$ cat config.mk
export PLATFORM = sky130hd
export DESIGN_NAME = flappy_game_ctrl
export DESIGN_NICKNAME = d
export VERILOG_FILES = /design/src/rtl/flappy_pkg.sv /design/src/rtl/btn_sync_edge.sv /design/src/rtl/flappy_game_ctrl.sv
export SDC_FILE = /design/constraint.sdc
export NUM_CORES = 1
export LEC_CHECK = 0
export ABC_AREA = 1
export ABC_CLOCK_PERIOD_IN_PS = 1700
export CORE_MARGIN = 4
export CORE_UTILIZATION = 25
export CTS_CLUSTER_DIAMETER = 120
export DETAILED_ROUTE_END_ITERATION = 7
export GPL_ROUTABILITY_DRIVEN = 1
export MAX_ROUTING_LAYER = met4
export PLACE_DENSITY = 0.56
export SLEW_MARGIN = 10
export SYNTH_ARGS = -nofsm -noshare
export SYNTH_HDL_FRONTEND = slang
export SYNTH_SLANG_ARGS = --single-unit
$ cat constraint.sdc
create_clock -name clk -period 1.7 [get_ports clk]
set_clock_uncertainty 0.2 [all_clocks]
set_input_delay 0.255 -clock clk [delete_from_list [all_inputs] [get_ports clk]]
set_output_delay 0.255 -clock clk [all_outputs]
set_load 0.02 [all_outputs]
$ cat src/rtl/flappy_pkg.sv
// Shared game constants and state encoding for the renderer, bird block and game controller.
// No logic; constants only.
package flappy_pkg;

    localparam logic [9:0] H_VISIBLE   = 10'd640;
    localparam logic [9:0] V_VISIBLE   = 10'd480;
    localparam logic [9:0] BIRD_X      = 10'd120;
    localparam logic [9:0] SCORE_ROW   = 10'd0;
    localparam int         DEAD_FRAMES = 60;
    localparam int         SCORE_W     = 8;

    typedef enum logic [1:0] {
        ST_IDLE    = 2'b00,
        ST_PLAYING = 2'b01,
        ST_DEAD    = 2'b10
    } state_t;

endpackage

$ cat src/rtl/btn_sync_edge.sv
// Two-flop synchronizer for an asynchronous button, followed by a registered rising-edge pulse.
// Latency: evt pulses for one cycle on the third clock edge after btn rises.
// Backpressure: none; a held button yields a single pulse.
module btn_sync_edge (
    input  logic clk,
    input  logic reset,
    input  logic btn,
    output logic evt
);

    logic sync1, sync2, sync3;

    always_ff @(posedge clk or posedge reset) begin
        if (reset) begin
            sync1 <= 1'b0;
            sync2 <= 1'b0;
            sync3 <= 1'b0;
            evt   <= 1'b0;
        end else begin
            sync1 <= btn;
            sync2 <= sync1;
            sync3 <= sync2;
            evt   <= sync2 & ~sync3;
        end
    end

endmodule

$ cat src/rtl/flappy_game_ctrl.sv
// IDLE/PLAYING/DEAD controller: per-frame collision detect, pipe score, renderer enable/restart.
// Latency: outputs registered; state changes one cycle after the deciding event. FLAPPY_HIGH_SCORE_EN adds high_score.
// Backpressure: none; consumes one pixel per clock in lock-step with the scan counters.
module flappy_game_ctrl
    import flappy_pkg::*;
(
    input  logic               clk,
    input  logic               reset,
    input  logic [9:0]         hCount,
    input  logic [9:0]         vCount,
    input  logic               pipe_pixel,
    input  logic               bird_pixel,
    input  logic               flap_btn,
    output logic               pipe_enable,
    output logic               pipe_rst,
    output logic [1:0]         game_state,
    output logic               collision,
    output logic [SCORE_W-1:0] score,
    output logic [SCORE_W-1:0] high_score
);

    localparam int             DCW      = $clog2(DEAD_FRAMES + 1);
    localparam logic [DCW-1:0] DEAD_MAX = DCW'(DEAD_FRAMES);

    state_t         state;
    logic [DCW-1:0] dead_cnt;
    logic           flap_evt;
    logic           hit_flag;
    logic           col_prev;
    logic           frame_start, frame_end, visible, hit_set;
    logic           sample, score_edge, to_dead, restart;

    btn_sync_edge u_flap (
        .clk   (clk),
        .reset (reset),
        .btn   (flap_btn),
        .evt   (flap_evt)
    );

    assign frame_start = (hCount == 10'd0) && (vCount == 10'd0);
    assign frame_end   = (hCount == 10'd0) && (vCount == V_VISIBLE);
    assign visible     = (hCount < H_VISIBLE) && (vCount < V_VISIBLE);
    assign hit_set     = (visible && pipe_pixel && bird_pixel) ||
                         (bird_pixel && (vCount == V_VISIBLE - 10'd1));

    // col_prev holds last frame's sample; the live pipe_pixel is this frame's sample.
    assign sample      = (hCount == BIRD_X) && (vCount == SCORE_ROW);
    assign score_edge  = sample && col_prev && !pipe_pixel;

    assign to_dead     = (state == ST_PLAYING) && frame_end && hit_flag;
    assign restart     = (state == ST_DEAD) && flap_evt && (dead_cnt == DEAD_MAX);

    always_ff @(posedge clk or posedge reset) begin
        if (reset) begin
            hit_flag <= 1'b0;
        end else if (hit_set) begin
            hit_flag <= 1'b1;
        end else if (frame_start) begin
            hit_flag <= 1'b0;
        end
    end

    always_ff @(posedge clk or posedge reset) begin
        if (reset) begin
            col_prev <= 1'b0;
        end else if (restart) begin
            col_prev <= 1'b0;
        end else if (sample) begin
            col_prev <= pipe_pixel;
        end
    end

    always_ff @(posedge clk or posedge reset) begin
        if (reset) begin
            state       <= ST_IDLE;
            pipe_enable <= 1'b0;
            pipe_rst    <= 1'b0;
            collision   <= 1'b0;
            score       <= '0;
            dead_cnt    <= '0;
        end else begin
            pipe_rst <= 1'b0;
            case (state)
                ST_IDLE: begin
                    score <= '0;
                    if (flap_evt) begin
                        state       <= ST_PLAYING;
                        pipe_enable <= 1'b1;
                    end
                end
                ST_PLAYING: begin
                    if (score_edge && (score != '1)) begin
                        score <= score + SCORE_W'(1);
                    end
                    if (to_dead) begin
                        state       <= ST_DEAD;
                        pipe_enable <= 1'b0;
                        collision   <= 1'b1;
                        dead_cnt    <= '0;
                    end
                end
                ST_DEAD: begin
                    if (frame_end && (dead_cnt != DEAD_MAX)) begin
                        dead_cnt <= dead_cnt + DCW'(1);
                    end
                    if (restart) begin
                        state     <= ST_IDLE;
                        collision <= 1'b0;
                        pipe_rst  <= 1'b1;
                        score     <= '0;
                    end
                end
                default: begin
                    state       <= ST_IDLE;
                    pipe_enable <= 1'b0;
                    collision   <= 1'b0;
                end
            endcase
        end
    end

    assign game_state = state;

`ifdef FLAPPY_HIGH_SCORE_EN
    // Best score survives restarts; only reset clears it.
    always_ff @(posedge clk or posedge reset) begin
        if (reset) begin
            high_score <= '0;
        end else if (to_dead && (score > high_score)) begin
            high_score <= score;
        end
    end
`else
    assign high_score = '0;
`endif

endmodule

Word-level counts from Yosys, hierarchy flattened
Index checks and enable logic that the tools add are counted.
{"block": "word_totals", "ff_bits": 25, "out_inout_bits": 21}
{"block": "op_classes", "add_sub_neg": 2, "magnitude_cmp": 2, "n_eq_ne": 13, "n_mux": 22, "n_bitwise": 4, "reduce_logical": 29}
{"op": "$pmux W8 S3", "n": 1}
{"op": "$eq A10 B9 Y1 const B", "n": 2}
{"op": "$logic_not A10 Y1", "n": 2}
{"op": "$mux W8", "n": 2}
{"op": "$logic_and A1 B1 Y1", "n": 15}
{"op": "$reduce_and A3 Y1", "n": 5}
{"op": "$mux W6", "n": 2}
{"op": "$pmux W6 S2", "n": 1}
{"op": "$eq A10 B7 Y1 const B", "n": 1}
{"op": "$lt A10 B10 Y1 const B", "n": 1}
{"op": "$lt A10 B9 Y1 const B", "n": 1}
{"op": "$mux W1", "n": 10}
{"op": "$add A8 B1 Y8 const B", "n": 1}
{"op": "$ne A8 B8 Y1 const B", "n": 1}
{"op": "$add A6 B1 Y6 const B", "n": 1}
{"op": "$eq A6 B6 Y1 const B", "n": 1}
{"op": "$mux W2", "n": 3}
{"op": "$ne A2 B1 Y1 const B", "n": 3}
{"op": "$ne A6 B6 Y1 const B", "n": 1}
{"op": "$pmux W1 S3", "n": 2}
{"op": "$pmux W2 S3", "n": 1}
{"op": "$reduce_bool A2 Y1", "n": 3}
{"op": "$ne A2 B2 Y1 const B", "n": 2}
{"op": "$not A1 Y1", "n": 3}
{"op": "other kinds (7)", "n": 7}

Logic depth before layout (Yosys ltp)
{"block": "depth", "ltp_word": 7, "ltp_mapped": 10, "ltp_nobuf": 10}

Hierarchy
A second synthesis with hierarchy kept.
{"block": "hier_totals", "cells_unflattened": 226, "area_unflattened_um2": 1625.3}
{"mod": "flappy_game_ctrl", "instances": 1, "cells_per_inst": 219, "area_per_inst_um2": 1511.4, "seq_area_each_um2": 525.5}
{"mod": "btn_sync_edge", "instances": 1, "cells_per_inst": 7, "area_per_inst_um2": 113.9, "seq_area_each_um2": 100.1}

Worst setup path after synthesis
OpenSTA, ideal clock, no wires.
{"block": "synth_timing", "kind": "flip-flop to flip-flop", "start": "register score[1]", "end": "register score[3]", "setup_ps": 65, "arrival_ps": 1365, "setup_slack_ps": 70, "stages_incl_launch_ff": 10, "path_buffers": 0, "period_less_slack_ps": 1630, "path_cell_list": "dfrtp_1 > ha_1 > nand2_1 > nor2_2 > nand3_2 > nand4_2 > nand2_4 > nand2_4 > nand2_1 > nand2_1"}
{"block": "synth_between", "elab_chain_cells": 4, "word_cells_on_any_way": 7, "classes_between": "add/sub: 1; eq/ne: 2; mux: 2; reduce/logical: 2"}
{"element": "start, declared", "line": "flappy_game_ctrl.sv:18", "text": "output logic [SCORE_W-1:0] score,"}
{"element": "start signal, assigned", "line": "flappy_game_ctrl.sv:93", "text": "score <= score + SCORE_W'(1);"}
{"element": "parallel branches: the longest is 4 deep, another holds $add A8 B1 Y8"}
Parallel ways; which one is timed is not known. The select of a mux whose other input is x is not followed.
A chain may end at the register's enable or synchronous reset.

Worst setup path after layout
{"block": "layout_timing", "start": "register pipe_rst", "end": "output port pipe_rst"}
{"element": "start, declared", "line": "flappy_game_ctrl.sv:15", "text": "output logic pipe_rst,"}
{"element": "start signal, assigned", "line": "flappy_game_ctrl.sv:77", "text": "pipe_rst <= 1'b0;"}
{"element": "start signal, assigned", "line": "flappy_game_ctrl.sv:82", "text": "pipe_rst <= 1'b0;"}
{"element": "start signal, assigned", "line": "flappy_game_ctrl.sv:109", "text": "pipe_rst <= 1'b1;"}
No word-level cell between the ends.

==> out/summary.md <==
Outcome
• **outcome** completed

Clock tree
• **number of clock sinks seen by CTS** 25
• **clock root buffer** sky130_fd_sc_hd__clkbuf_8
• **Max Root-Sink Buffers** 2
• **number of clock buffers inserted by TritonCTS** 3
• **latest clock arrival within the worst-skew pair** 270 ps
• **CTS hold repair buffers** 0
• **maximum level of the CTS H-tree** 1
• **clock slew seen by the registers of the worst setup and hold paths** 90 ps
• **CTS tree** done

Critical path
• **Data arrival, critical path** 1210 ps
• **critical path cell sequence** clkdlybuf4s50_1
• **largest stage delay on the critical path** 600 ps
• **critical path peak fanout** 1
• **crit-path leading delay family** buffers and inverters
• **cell count of the worst reg-to-reg path** 10
• **CP required** 1240 ps
• **register-to-register setup slack** 100 ps
• **buffer and inverter count on the worst path** 1
• **kind of end point of the critical path** primary output
• **reg-to-reg critical path startpoint** dead_cnt[0]
• **Critical Path End** pipe_rst
• **total stage count of the critical path** 1
• **Crit. Startpoint** pipe_rst
• **Worst Setup Path Type** flop to primary output
• **highest-delay cell along the critical path** sky130_fd_sc_hd__clkdlybuf4s50_1
• **worst reg2reg endpoint** dead_cnt[1]
• **element type at the critical path start** flop

Floorplan
• **effective utilization at floorplan** 26.3%
• **DIE HEIGHT** 87.9 µm
• **area of the die** 7730 µm²
• **top-level I/O count** 46
• **DIE WIDTH** 87.9 µm
• **site row count** 28
• **placeable core region** 6060 µm²

Cells and area
• **area growth from synthesis to layout** 45.1%
• **share of final-layout standard cells stronger than drive strength 1** 23.4%
• **final instance area** 2320 µm²
• **number of diodes added for antenna fixing** 0
• **# fillers** 634
• **fin cells** 348
• **leading cell types in the layout, fill and taps excluded** 58 x sky130_fd_sc_hd__nand2_1, 23 x sky130_fd_sc_hd__dfrtp_1, 20 x sky130_fd_sc_hd__clkdlybuf4s50_1, 20 x sky130_fd_sc_hd__buf_4, 19 x sky130_fd_sc_hd__nor2_1
• **register containing the most flip-flops in the final layout** score
• **most common cell after layout, fill and taps aside** sky130_fd_sc_hd__nand2_1
• **max FFs per register** 8
• **nets** 302

Detailed routing
• **residual antenna-violating net count after detailed routing** 0
• **DR vias** 1512
• **number of design rule violations left after detail routing** 0
• **Via density** 4.34
• **final routed wirelength across all metal layers** 3870 µm
• **final routed wire length divided by cell count** 11.1 µm
• **first-pass detailed-route iteration total** 4
• **initial DRC count** 42

Synth
• **netlist area before placement** 1600 µm²
• **synthesized netlist cell count** 212
• **Yosys Warn Count** 0
• **Yosys cell types** 27
• **synthesized area divided by synthesized cell count** 7.53 µm²
• **post-synthesis sequential element count** 25
• **share of the yosys chip area belonging to registers** 39.2%

Min path
• **type of the worst min-delay path** input port to asynchronous set/reset pin

GRT
• **initial antenna violation count** 0
• **remaining global-route overflow** 0
• **first-pass GRT wire length** 6550 µm
• **largest net degree at the start of global routing** 26
• **number of global-route vias before repair** 1460
• **Overall Global Routing Usage** 10.9%

STA
• **maximum operating frequency** 601 MHz
• **Setup violations, final** 0
• **final hold violations** 0
• **total negative slack** 0 ps
• **final max-slew violation count** 0
• **time the worst path needs with I/O delays and setup** 1660 ps
• **Period Utilization, post-route** 97.8%
• **RSZ-0062 raised after global routing** yes
• **final hold slack** 127 ps

Place
• **post-place instance area** 2130 µm²
• **weighted congestion at the end of routability-driven global placement** 0.776
• **number of cells after detailed placement** 337
• **count of port buffers added during placement** 37
• **post-detail-place hpwl** 2940 µm

Power and ir drop
• **LEAKAGE** 1.16 nW
• **power density over the cells** 527 nW/µm²
• **worst supply voltage drop on vdd** 0.411 mV
• **post-layout power** 0.00122 W

Job
• **number of maximum-capacitance violations** 0

[repair_timing]
item                       CTS  global route
pin swaps                    0             8
setup buffers                0             6
setup endpoints to repair   11            19
gates cloned                 0             1
resized for setup           11            28
[where the power goes]
group | switching [W] | internal [W] | leakage [nW]
Clock | 0.000188 | 0.000168 | 0.0228
Sequential | 0.0000108 | 0.000609 | 0.329
Combinational | 0.000139 | 0.000106 | 0.811
Total | 0.000338 | 0.000883 | 1.16
[final cells by class]
type	count	area [µm²]	share of cell area [%]
Sequential cell	25	628	27.1
Clock buffer	4	45.0	1.94
Multi-Input combinational cell	166	950	41.0
Tap cell	75	93.8	4.05
Timing Repair Buffer	57	522	22.5
Inverter	21	78.8	3.40
[logic make-up after synthesis]
family | count (synthesis) | share of synthesized area (%)
other | 1 | 0.235
flip-flops | 25 | 39.2
AND/OR/NAND/NOR | 142 | 44.4
XOR/XNOR | 6 | 3.29
adder cells (fa/ha/maj) | 3 | 2.35
buffers and inverters | 29 | 8.70
AO/OA/AOI/OAI | 6 | 1.88
[Yosys cell counts (all sizes together)]
cell,n,area [µm²]
conb,1,3.75
xor2,4,35.0
dfrtp,25,626
nor4,1,6.26
nor3,4,20.0
a21oi,3,15.0
or2,1,6.26
nor2,33,161
o21ai,3,15.0
nor3b,2,20.0
inv,21,78.8
nand3b,4,30.0
buf,8,60.1
nand2,69,302
xnor2,2,17.5
nand4,5,37.5
nand3,23,125
ha,3,37.5
[routing by layer]
metal / global-route usage, % / vias up / wire, µm
li1: - / 786 / -
met1: 15.2 / 676 / 1870
met2: 15.3 / 46 / 1630
met3: 2.16 / 4 / 314
met4: 4.04 / 0 / 53
met5: - / - / 0
[worst min-delay path by stage]
stage	from	endpoint
finish	reset	u_flap.evt
global route	u_flap.sync1	u_flap.sync2
CTS	reset	u_flap.sync2
detailed placement	u_flap.sync1	u_flap.sync2
global placement	u_flap.sync1	u_flap.sync2
floorplan	reset	col_prev
[through the flow]
| step | utilization [%] | setup WS, ps |
|---|---|---|
| final | 38.2 | 37.5 |
| after global routing | 38.2 | -43.1 |
| after global placement | 35.2 | -272 |
| after floorplan | - | 69.7 |
| after CTS | 35.7 | 0.908 |
| after detailed placement | 35.2 | -264 |
Note: power is estimated with default switching activity, not from simulation.
